File: config.mk
export PLATFORM = sky130hd
export DESIGN_NAME = uart_ahb_loader
export DESIGN_NICKNAME = d
export VERILOG_FILES = /design/src/rtl/uart_ahb_loader.sv
export SDC_FILE = /design/constraint.sdc
export NUM_CORES = 1
export LEC_CHECK = 0
export BUFFER_PORTS_ARGS = -buffer_cell sky130_fd_sc_hd__buf_2
export CAP_MARGIN = 20
export CELL_PAD_IN_SITES_DETAIL_PLACEMENT = 1
export CELL_PAD_IN_SITES_GLOBAL_PLACEMENT = 2
export CORE_MARGIN = 2
export CORE_UTILIZATION = 34
export CTS_CLUSTER_SIZE = 40
export DETAILED_ROUTE_END_ITERATION = 8
export PLACE_DENSITY = 0.87
export SYNTH_ARGS = -nofsm -noshare
export SYNTH_HDL_FRONTEND = slang
export SYNTH_SLANG_ARGS = --single-unit
File: constraint.sdc
create_clock -name sys_clock -period 7 [get_ports sys_clock]
set_clock_uncertainty 0.15 [all_clocks]
set_input_delay 0.35 -clock sys_clock [delete_from_list [all_inputs] [get_ports sys_clock]]
set_output_delay 0.35 -clock sys_clock [all_outputs]
set_load 0.01 [all_outputs]
File: src/rtl/uart_ahb_loader.sv
// Frame loader: parses a UART byte stream (sync, base, count, payload) into single-beat AHB-Lite writes.
// Optional trailing XOR checksum byte is enabled with LOADER_CHECKSUM_EN.
module uart_ahb_loader #(
  parameter logic [7:0]  SYNC_BYTE = 8'hA5,
  parameter logic [31:0] ADDR_LO   = 32'h1c000000,
  parameter logic [31:0] ADDR_HI   = 32'h1c060000
) (
  input  logic        sys_clock,
  input  logic        reset,
  input  logic [7:0]  rx_data_i,
  input  logic        rx_valid_i,
  output logic        rx_ready_o,
  output logic [31:0] HADDR,
  output logic [1:0]  HTRANS,
  output logic        HWRITE,
  output logic [2:0]  HSIZE,
  output logic [2:0]  HBURST,
  output logic [3:0]  HPROT,
  output logic        HMASTLOCK,
  output logic [31:0] HWDATA,
  input  logic        HREADY,
  input  logic        HRESP,
  output logic        core_hold_o,
  output logic        done_o,
  output logic        err_o,
  output logic [15:0] words_o
);

  localparam logic [2:0] S_SYNC  = 3'd0;
  localparam logic [2:0] S_ADDR  = 3'd1;
  localparam logic [2:0] S_LEN   = 3'd2;
  localparam logic [2:0] S_DATA  = 3'd3;
  localparam logic [2:0] S_AHB_A = 3'd4;
  localparam logic [2:0] S_AHB_D = 3'd5;
  localparam logic [2:0] S_CSUM  = 3'd6;
  localparam logic [2:0] S_DONE  = 3'd7;

`ifdef LOADER_CHECKSUM_EN
  localparam logic [2:0] S_END = S_CSUM;
`else
  localparam logic [2:0] S_END = S_DONE;
`endif

  logic [2:0]  state;
  logic [1:0]  bidx;
  logic [31:0] cur;
  logic [15:0] rem;
  logic [31:0] word;
  logic [15:0] words;
  logic        err;

  logic        accept;
  logic        in_range;
  logic        nonseq;
  logic [31:0] next_cur;
  logic [15:0] next_rem;
  logic [31:0] next_word;

  assign accept    = rx_valid_i && rx_ready_o;
  assign in_range  = (cur >= ADDR_LO) && (cur < ADDR_HI);
  // Little-endian assembly: each byte enters at the top, so the first byte ends up in bits [7:0].
  assign next_cur  = {rx_data_i, cur[31:8]};
  assign next_rem  = {rx_data_i, rem[15:8]};
  assign next_word = {rx_data_i, word[31:8]};

  // Reset gates the bus request combinationally so an aborted frame releases the bus at once.
  assign nonseq      = !reset && (state == S_AHB_A) && in_range;
  assign HTRANS      = nonseq ? 2'b10 : 2'b00;
  assign HWRITE      = nonseq;
  assign HADDR       = cur;
  assign HWDATA      = word;
  assign HSIZE       = 3'b010;
  assign HBURST      = 3'b000;
  assign HPROT       = 4'b0011;
  assign HMASTLOCK   = 1'b0;

  assign rx_ready_o  = !reset && ((state == S_SYNC) || (state == S_ADDR) || (state == S_LEN) ||
                                  (state == S_DATA) || (state == S_CSUM));
  assign core_hold_o = !reset && (state != S_SYNC) && (state != S_DONE);
  assign done_o      = (state == S_DONE);
  assign err_o       = err;
  assign words_o     = words;

`ifdef LOADER_CHECKSUM_EN
  logic [7:0] csum;

  always_ff @(posedge sys_clock) begin
    if (reset) begin
      csum <= '0;
    end else if (accept) begin
      csum <= (state == S_SYNC) ? '0 : (csum ^ rx_data_i);
    end
  end
`endif

  always_ff @(posedge sys_clock) begin
    if (reset) begin
      state <= S_SYNC;
      bidx  <= '0;
      cur   <= '0;
      rem   <= '0;
      word  <= '0;
      words <= '0;
      err   <= 1'b0;
    end else begin
      case (state)
        S_SYNC: begin
          if (accept && (rx_data_i == SYNC_BYTE)) begin
            state <= S_ADDR;
            err   <= 1'b0;
            words <= '0;
            bidx  <= '0;
          end
        end
        S_ADDR: begin
          if (accept) begin
            cur  <= next_cur;
            bidx <= bidx + 2'd1;
            if (bidx == 2'd3) begin
              if (next_cur[1:0] != 2'b00) begin
                err   <= 1'b1;
                state <= S_SYNC;
              end else begin
                state <= S_LEN;
              end
            end
          end
        end
        S_LEN: begin
          if (accept) begin
            rem  <= next_rem;
            bidx <= bidx + 2'd1;
            if (bidx == 2'd1) begin
              bidx  <= '0;
              state <= (next_rem == '0) ? S_END : S_DATA;
            end
          end
        end
        S_DATA: begin
          if (accept) begin
            word <= next_word;
            bidx <= bidx + 2'd1;
            if (bidx == 2'd3) state <= S_AHB_A;
          end
        end
        S_AHB_A: begin
          // Out-of-window words are consumed without a bus transfer.
          if (!in_range) begin
            err   <= 1'b1;
            cur   <= cur + 32'd4;
            rem   <= rem - 16'd1;
            state <= (rem == 16'd1) ? S_END : S_DATA;
          end else if (HREADY) begin
            state <= S_AHB_D;
          end
        end
        S_AHB_D: begin
          if (HREADY) begin
            if (HRESP) begin
              err   <= 1'b1;
              state <= S_SYNC;
            end else begin
              words <= words + 16'd1;
              cur   <= cur + 32'd4;
              rem   <= rem - 16'd1;
              state <= (rem == 16'd1) ? S_END : S_DATA;
            end
          end
        end
`ifdef LOADER_CHECKSUM_EN
        S_CSUM: begin
          if (accept) begin
            if (rx_data_i == csum) begin
              state <= S_DONE;
            end else begin
              err   <= 1'b1;
              state <= S_SYNC;
            end
          end
        end
`endif
        S_DONE:  state <= S_SYNC;
        default: state <= S_SYNC;
      endcase
    end
  end

endmodule

==> results of run 1 <==
-- logic make-up (layout without fill, tap and decap cells) --
family,after synthesis,after routing,share of synthesized area (%)
other,2,12,0.133
XOR/XNOR,1,1,0.155
AND/OR/NAND/NOR,316,316,28.0
flip-flops,102,102,36.2
AO/OA/AOI/OAI,248,248,26.7
adder cells (fa/ha/maj),8,8,1.77
multiplexers,4,4,0.710
buffers and inverters,79,137,6.32
-- power breakdown --
part | switching, uW | internal [uW] | leakage, uW
clock | 263 | 254 | 0.000148
combinational | 401 | 207 | 0.00142
sequential | 112 | 639 | 0.000824
-- worst min-delay path by stage --
stage / endpoint / slack [ns] / cells after the start
final: HWDATA[27] / 0.10 / 3
after global routing: HWDATA[28] / 0.10 / 3
after CTS: HWDATA[27] / 0.09 / 3
after detailed placement: HWDATA[0] / 0.30 / 2
after global placement: HWDATA[0] / 0.29 / 2
after floorplan: rem[1] / 0.31 / 2
-- worst max-delay path, cell delays in order, from the launching register on --
cell and delay (ns):
dfxtp_1 0.67, nand2b_2 0.70, buf_4 0.54, o32a_1 0.68, o21ai_0 0.22, a21oi_1 0.17
-- layout make-up --
cell class | count | area [um2] | share of cell area [%]
tap | 220 | 275 | 4.22
clock buffer | 9 | 225 | 3.45
multi-input combinational | 589 | 3300 | 50.6
clock inverter | 7 | 73.8 | 1.13
inverter | 15 | 56.3 | 0.862
sequential | 102 | 2040 | 31.3
timing repair buffer | 106 | 556 | 8.51
-- stage by stage --
step | instance area [um2] | hold WS (ns) | setup slack (ns) | utilization, %
after CTS | 6520 | 0.0930 | 3.77 | 39.8
after global routing | 6530 | 0.104 | 3.50 | 39.8
final | 6530 | 0.103 | 3.78 | 39.8
after floorplan | 5680 | 0.308 | 4.60 | -
after global placement | 6210 | 0.290 | 3.97 | 37.8
after detailed placement | 6220 | 0.298 | 3.81 | 37.9
-- layer usage --
metal	global-route usage, %	wire length, um
met1	28.5	8660
met2	34.8	9020
met3	2.72	622
met4	6.27	315
met5	0	0
-- placed cells by master, fill, tap and decap left out, drive strengths merged, types with 3 or more instances in the layout --
| master | n |
|---|---|
| a211oi | 5 |
| a21o | 10 |
| a21oi | 110 |
| a31oi | 10 |
| a41oi | 5 |
| and2 | 6 |
| and4 | 3 |
| buf | 106 |
| clkbuf | 9 |
| conb | 12 |
| dfxtp | 102 |
| ha | 8 |
| inv | 20 |
| mux2i | 4 |
| nand2 | 135 |
| nand2b | 18 |
| nand3 | 18 |
| nand4 | 23 |
| nor2 | 31 |
| nor2b | 6 |
| nor3 | 23 |
| nor4 | 13 |
| nor4b | 3 |
| o211ai | 4 |
| o21a | 5 |
| o21ai | 59 |
| o31a | 7 |
| o31ai | 4 |
| o32ai | 9 |
| o41ai | 5 |
| or2 | 3 |
| or3 | 16 |
| or4 | 5 |
-- state kept, by name (all words and copies together) (netlist names) --
| name | flops |
|---|---|
| HADDR | 32 |
| HWDATA | 32 |
| rem | 16 |
| words_o | 16 |
| state | 3 |
| bidx | 2 |
| err_o | 1 |
==> impl_metrics.yaml, run 1 <==
clock_tree:
  clk_latency_ns: 0.36
  path_clk_slew_ns: 0.08
  clk_path_buf_depth: 2
  numCtsBuffers: 9
  cts_root_buffer: "clkbuf_16"
  cts.sinks: 102
  cts_tree: "built"
  cts_setup_buffers: 0
  cts_hold_buf: 0
  ctsResizeCount: 0
  cts-htree-levels: 3
synth:
  post_synth.cell_area_avg_um2: 7.42
  synthTopCellsByCount: "nand2_1, a21oi_1, dfxtp_1, o21ai_0, clkbuf_1"
  synth.area.top_cells: "dfxtp_1, a21oi_1, nand2_1"
  synth_edf_count: 0
  synth_largest_area_cell: "dfxtp_1"
  ys_seq_area_share_pct: 36.2
  synth_async_sr_flop_share_pct: 0
  post-synth-top-count-cell: "nand2_1"
  ys_warn_count: 0
  synth_seq_cells: 102
  synth_ff_type: "dfxtp_1"
  synth_top_cell_area_share_pct: 36.2
  yosys.cell_types.count: 65
  syn_inst: 760
  syn_area_mm2: 0.00564
die:
  dieArea_mm2: 0.0176
  dieHeight_um: 133
  placementRows: 47
  top_level_ports: 111
  start_util_pct: 34.4
  chipWidth_um: 133
  coreArea_mm2: 0.0164
placement:
  dp_cells: 1031
  place.port_buffers: 98
  dp_hpwl_mm: 13.0
  gp_congestion: 0.872
global_routing:
  overflow: 0
  grt_pass1_vias: 5837
  grt_pass1_wl_mm: 30.5
  grt_max_degree: 86
  track_usage_pct: 21.0
  antenna_found_initial: 0
min_path:
  hold_start: "rx_data_i[3]"
  hp-class: "in -> reg"
critical_path:
  cp-start-kind: "flop"
  startpoint: "state[1]"
  r2r_start: "state[1]"
  r2r_cells: 5
  r2r_setup_slack_ns: 3.78
  crit_path_end_kind: "flop"
  endpoint: "rem[11]"
  timing_worst_setup_path_type: "reg -> reg"
  critical_path_arrival_ns: 3.36
  critPathMaxFanout: 48
  rr_endpoint: "rem[11]"
  required_ns: 7.13
timing:
  fin_crit_sh_pct: 46.0
  timing.fmax_mhz: 310
  finalHoldViolCount: 0
  rsz0062_at_grt: "no"
  slew_violations: 0
  tns_ns: 0
  maxSlewHeadroom_pct: 29.1
  finalCriticalPeriod_ns: 3.22
  setup_viol: 0
  worst_pin_slew_ns: 1.06
status:
  status: "complete, no violations"
final_layout:
  syn2layout_area_growth_pct: 15.7
  final_net_count: 844
  instances_no_fill: 1048
  antenna_cells: 0
  fillCellCount: 2074
  drive_gt1_share_pct: 17.4
power_and_ir_drop:
  leakage_uw: 0.00239
  power_uw: 1880
  ir_worst_vdd_mv: 0.136
  pwr_density_cell_mw_per_mm2: 287
detailed_routing:
  drtIter0Drc: 421
  vias: 5885
  wirelength_mm: 18.6
  postRouteAntennaNets: 0
  wl_per_cell_um: 17.8
  drc: 0
  drtPass1Iterations: 4
  routed_via_density: 5.62
run:
  max_cap_viol_count: 0
(Power assumes the default switching activity.)
==> inputs of run 2 (changes only) <==
Settings changed: ABC_AREA from default to 1, CORE_UTILIZATION 34 to 27, PLACE_DENSITY 0.87 to 0.79.
Clock period 7 ns to 2.6 ns, I/O delays scaled along.
==> run 2 against run 1 <==
Against the previous run:
- utilization fell by 7.4 points
- global-route usage fell by 2.6 points
- sequential power rose to 3.1 times the previous value
- critical path depth rose by 2
- clock power rose to 3.0 times the previous value
- count of clock-buffer cells in the layout did not move
- total power rose to 3.9 times the previous value
- sequential share of layout area fell by 3.3 points
- flip-flop and latch count did not move
- synthesized area rose by 9.2%
- design area rose by 12%
- setup slack got worse by 3.5 ns
- critical endpoint is now HTRANS[1]
==> impl_metrics.yaml, run 2 <==
status:
  status: "complete, no violations"
clock_tree:
  numCtsBuffers: 9
  cts.sinks: 102
  clk_latency_ns: 0.36
  cts-htree-levels: 3
  path_clk_slew_ns: 0.08
  cts_tree: "built"
  cts_root_buffer: "clkbuf_16"
  clk_path_buf_depth: 2
  ctsResizeCount: 0
die:
  start_util_pct: 27.4
  top_level_ports: 111
  placementRows: 55
  chipWidth_um: 155
  dieHeight_um: 155
  coreArea_mm2: 0.0225
  dieArea_mm2: 0.0240
synth:
  synthAdderAreaFrac_pct: 1.63
  synth_seq_cells: 102
  synth_largest_area_cell: "dfxtp_1"
  synth_xor_area_share_pct: 3.41
  post-synth-top-count-cell: "nand2_1"
  synth_top_family_by_area: "simple AND/OR/NAND/NOR gates"
  synth_async_sr_flop_share_pct: 0
  synthMuxAreaShare_pct: 0
  syn_area_mm2: 0.00616
  synth_compound_area_share_pct: 13.7
  synth-simple-area-share_pct: 39.1
  synth.area.top_cells: "dfxtp_1, nand2_1, nor2_1"
  yosys.cell_types.count: 31
  ys_seq_area_share_pct: 33.2
  ys_warn_count: 0
  post_synth.cell_area_avg_um2: 6.08
  synth_top_cell_area_share_pct: 33.2
  synthTopCellsByCount: "nand2_1, nor2_1, dfxtp_1, o21ai_0, a21oi_1"
  synth_ff_type: "dfxtp_1"
  syn_inst: 1013
  synth_edf_count: 0
detailed_routing:
  drtPass1Iterations: 5
  routed_via_density: 4.86
  drtIter0Drc: 417
  vias: 6786
  wl_per_cell_um: 15.6
  wirelength_mm: 21.8
  drc: 0
  postRouteAntennaNets: 0
placement:
  dpl_cell_area_mm2: 0.00689
  gp_congestion: 0.812
  dp_hpwl_mm: 15.7
  place.port_buffers: 98
global_routing:
  met2_usage_pct: 31.0
  use_met3_pct: 3.65
  busiest_layer: "met2"
  grt_util_met1_pct: 24.3
  grt_pass1_vias: 6880
  track_usage_pct: 18.4
  antenna_found_initial: 0
  overflow: 0
  grt_max_degree: 66
  grt_pass1_wl_mm: 35.7
critical_path:
  cp-start-kind: "flop"
  endpoint: "HTRANS[1]"
  critical_path_arrival_ns: 2.00
  crit_path_end_kind: "output port"
  required_ns: 2.32
  startpoint: "HADDR[27]"
  r2r_start: "state[2]"
  rr_endpoint: "HADDR[31]"
  r2r_cells: 10
  critPathMaxFanout: 6
  r2r_setup_slack_ns: 0.36
  timing_worst_setup_path_type: "reg -> out"
min_path:
  hold_start: "HREADY"
  hp-class: "in -> reg"
power_and_ir_drop:
  leakage_uw: 0.00320
  pwr_density_cell_mw_per_mm2: 1010
  ir_worst_vdd_mv: 0.378
  power_uw: 7350
final_layout:
  antenna_cells: 0
  fin_util_pct: 32.4
  layout_common_cells: "nand2_1, nor2_1, dfxtp_1"
  drive_gt1_share_pct: 13.5
  final_net_count: 1127
  final_common_cell: "nand2_1"
  syn2layout_area_growth_pct: 18.4
  fin_area_mm2: 0.00730
timing:
  maxSlewHeadroom_pct: 55.9
  worst_pin_slew_ns: 0.662
  setup_viol: 0
  rsz0062_at_grt: "no"
  slew_violations: 0
  finalCriticalPeriod_ns: 2.28
  timing.fmax_mhz: 438
  fin_crit_sh_pct: 87.8
  tns_ns: 0
  finalHoldViolCount: 0
run:
  max_cap_viol_count: 0
==> run 2: cell types whose count changed after synthesis, sizes merged, moves of 18 or more <==
cell	previous run	this run
a21oi	110	76
clkbuf	43	20
inv	15	67
nand2	135	262
nand2b	18	0
nand3	18	75
nor2	31	233
nor3	23	3
o21ai	59	91
xor2	0	18
==> run 2: power by group <==
group,switching (uW),internal (uW),leakage (uW)
Combinational,2350,1150,0.00221
Sequential,462,1860,0.000828
Clock,748,785,0.000160
==> run 2: worst max-delay path, cell delays in order (launching register included) <==
cell     delay (ns)
dfxtp_1        0.51
nand2_1        0.16
inv_1          0.11
nand2_1        0.06
nor2_1         0.16
nand3_1        0.22
nor2_1         0.25
buf_2          0.18
==> run 2: what timing repair did <==
action / 4_1_cts / 5_1_grt
endpoints found under the hold margin: 10 / 0
buffers inserted: 0 / 0
hold buffers: 8 / 0
==> run 2: area by class of cell <==
class | instances | area (um2)
Clock buffer | 9 | 225
Clock inverter | 7 | 103
Fill cell | 2916 | 15200
Inverter | 67 | 251
Multi-Input combinational cell | 802 | 3610
Sequential cell | 102 | 2040
Tap cell | 285 | 357
Timing Repair Buffer | 124 | 706
==> run 2: worst min-delay path by stage <==
stage / end / slack, ns / depth (start not counted)
global route: state[0] / 0.17 / 5
detailed placement: HWDATA[25] / 0.27 / 3
finish: state[0] / 0.14 / 5
global placement: HWDATA[28] / 0.26 / 3
CTS: state[0] / 0.11 / 5
floorplan: HWDATA[24] / 0.11 / 2
==> run 2: stage by stage <==
stage / cells / setup WS, ns / hold WS [ns]
after floorplan: 1023 / 0.838 / 0.115
after global placement: 1372 / 0.437 / 0.258
after detailed placement: 1372 / 0.380 / 0.273
after CTS: 1396 / 0.303 / 0.114
after global routing: 1396 / 0.0885 / 0.173
final: 1396 / 0.317 / 0.138
==> run 2: logic make-up (layout without fill, tap and decap cells) <==
logic type / after synthesis / after routing
fa+ha+maj: 8 / 8
simple gates: 591 / 591
other cells: 2 / 12
xor+xnor: 24 / 24
flops: 102 / 102
compound gates: 167 / 167
buf+inv: 119 / 207
==> run 2: metal layers <==
layer | vias to the layer above | share of wire [%]
li1 | 3399 | -
met1 | 3248 | 48
met2 | 121 | 46
met3 | 18 | 4.4
met4 | 0 | 1.3
met5 | - | 0
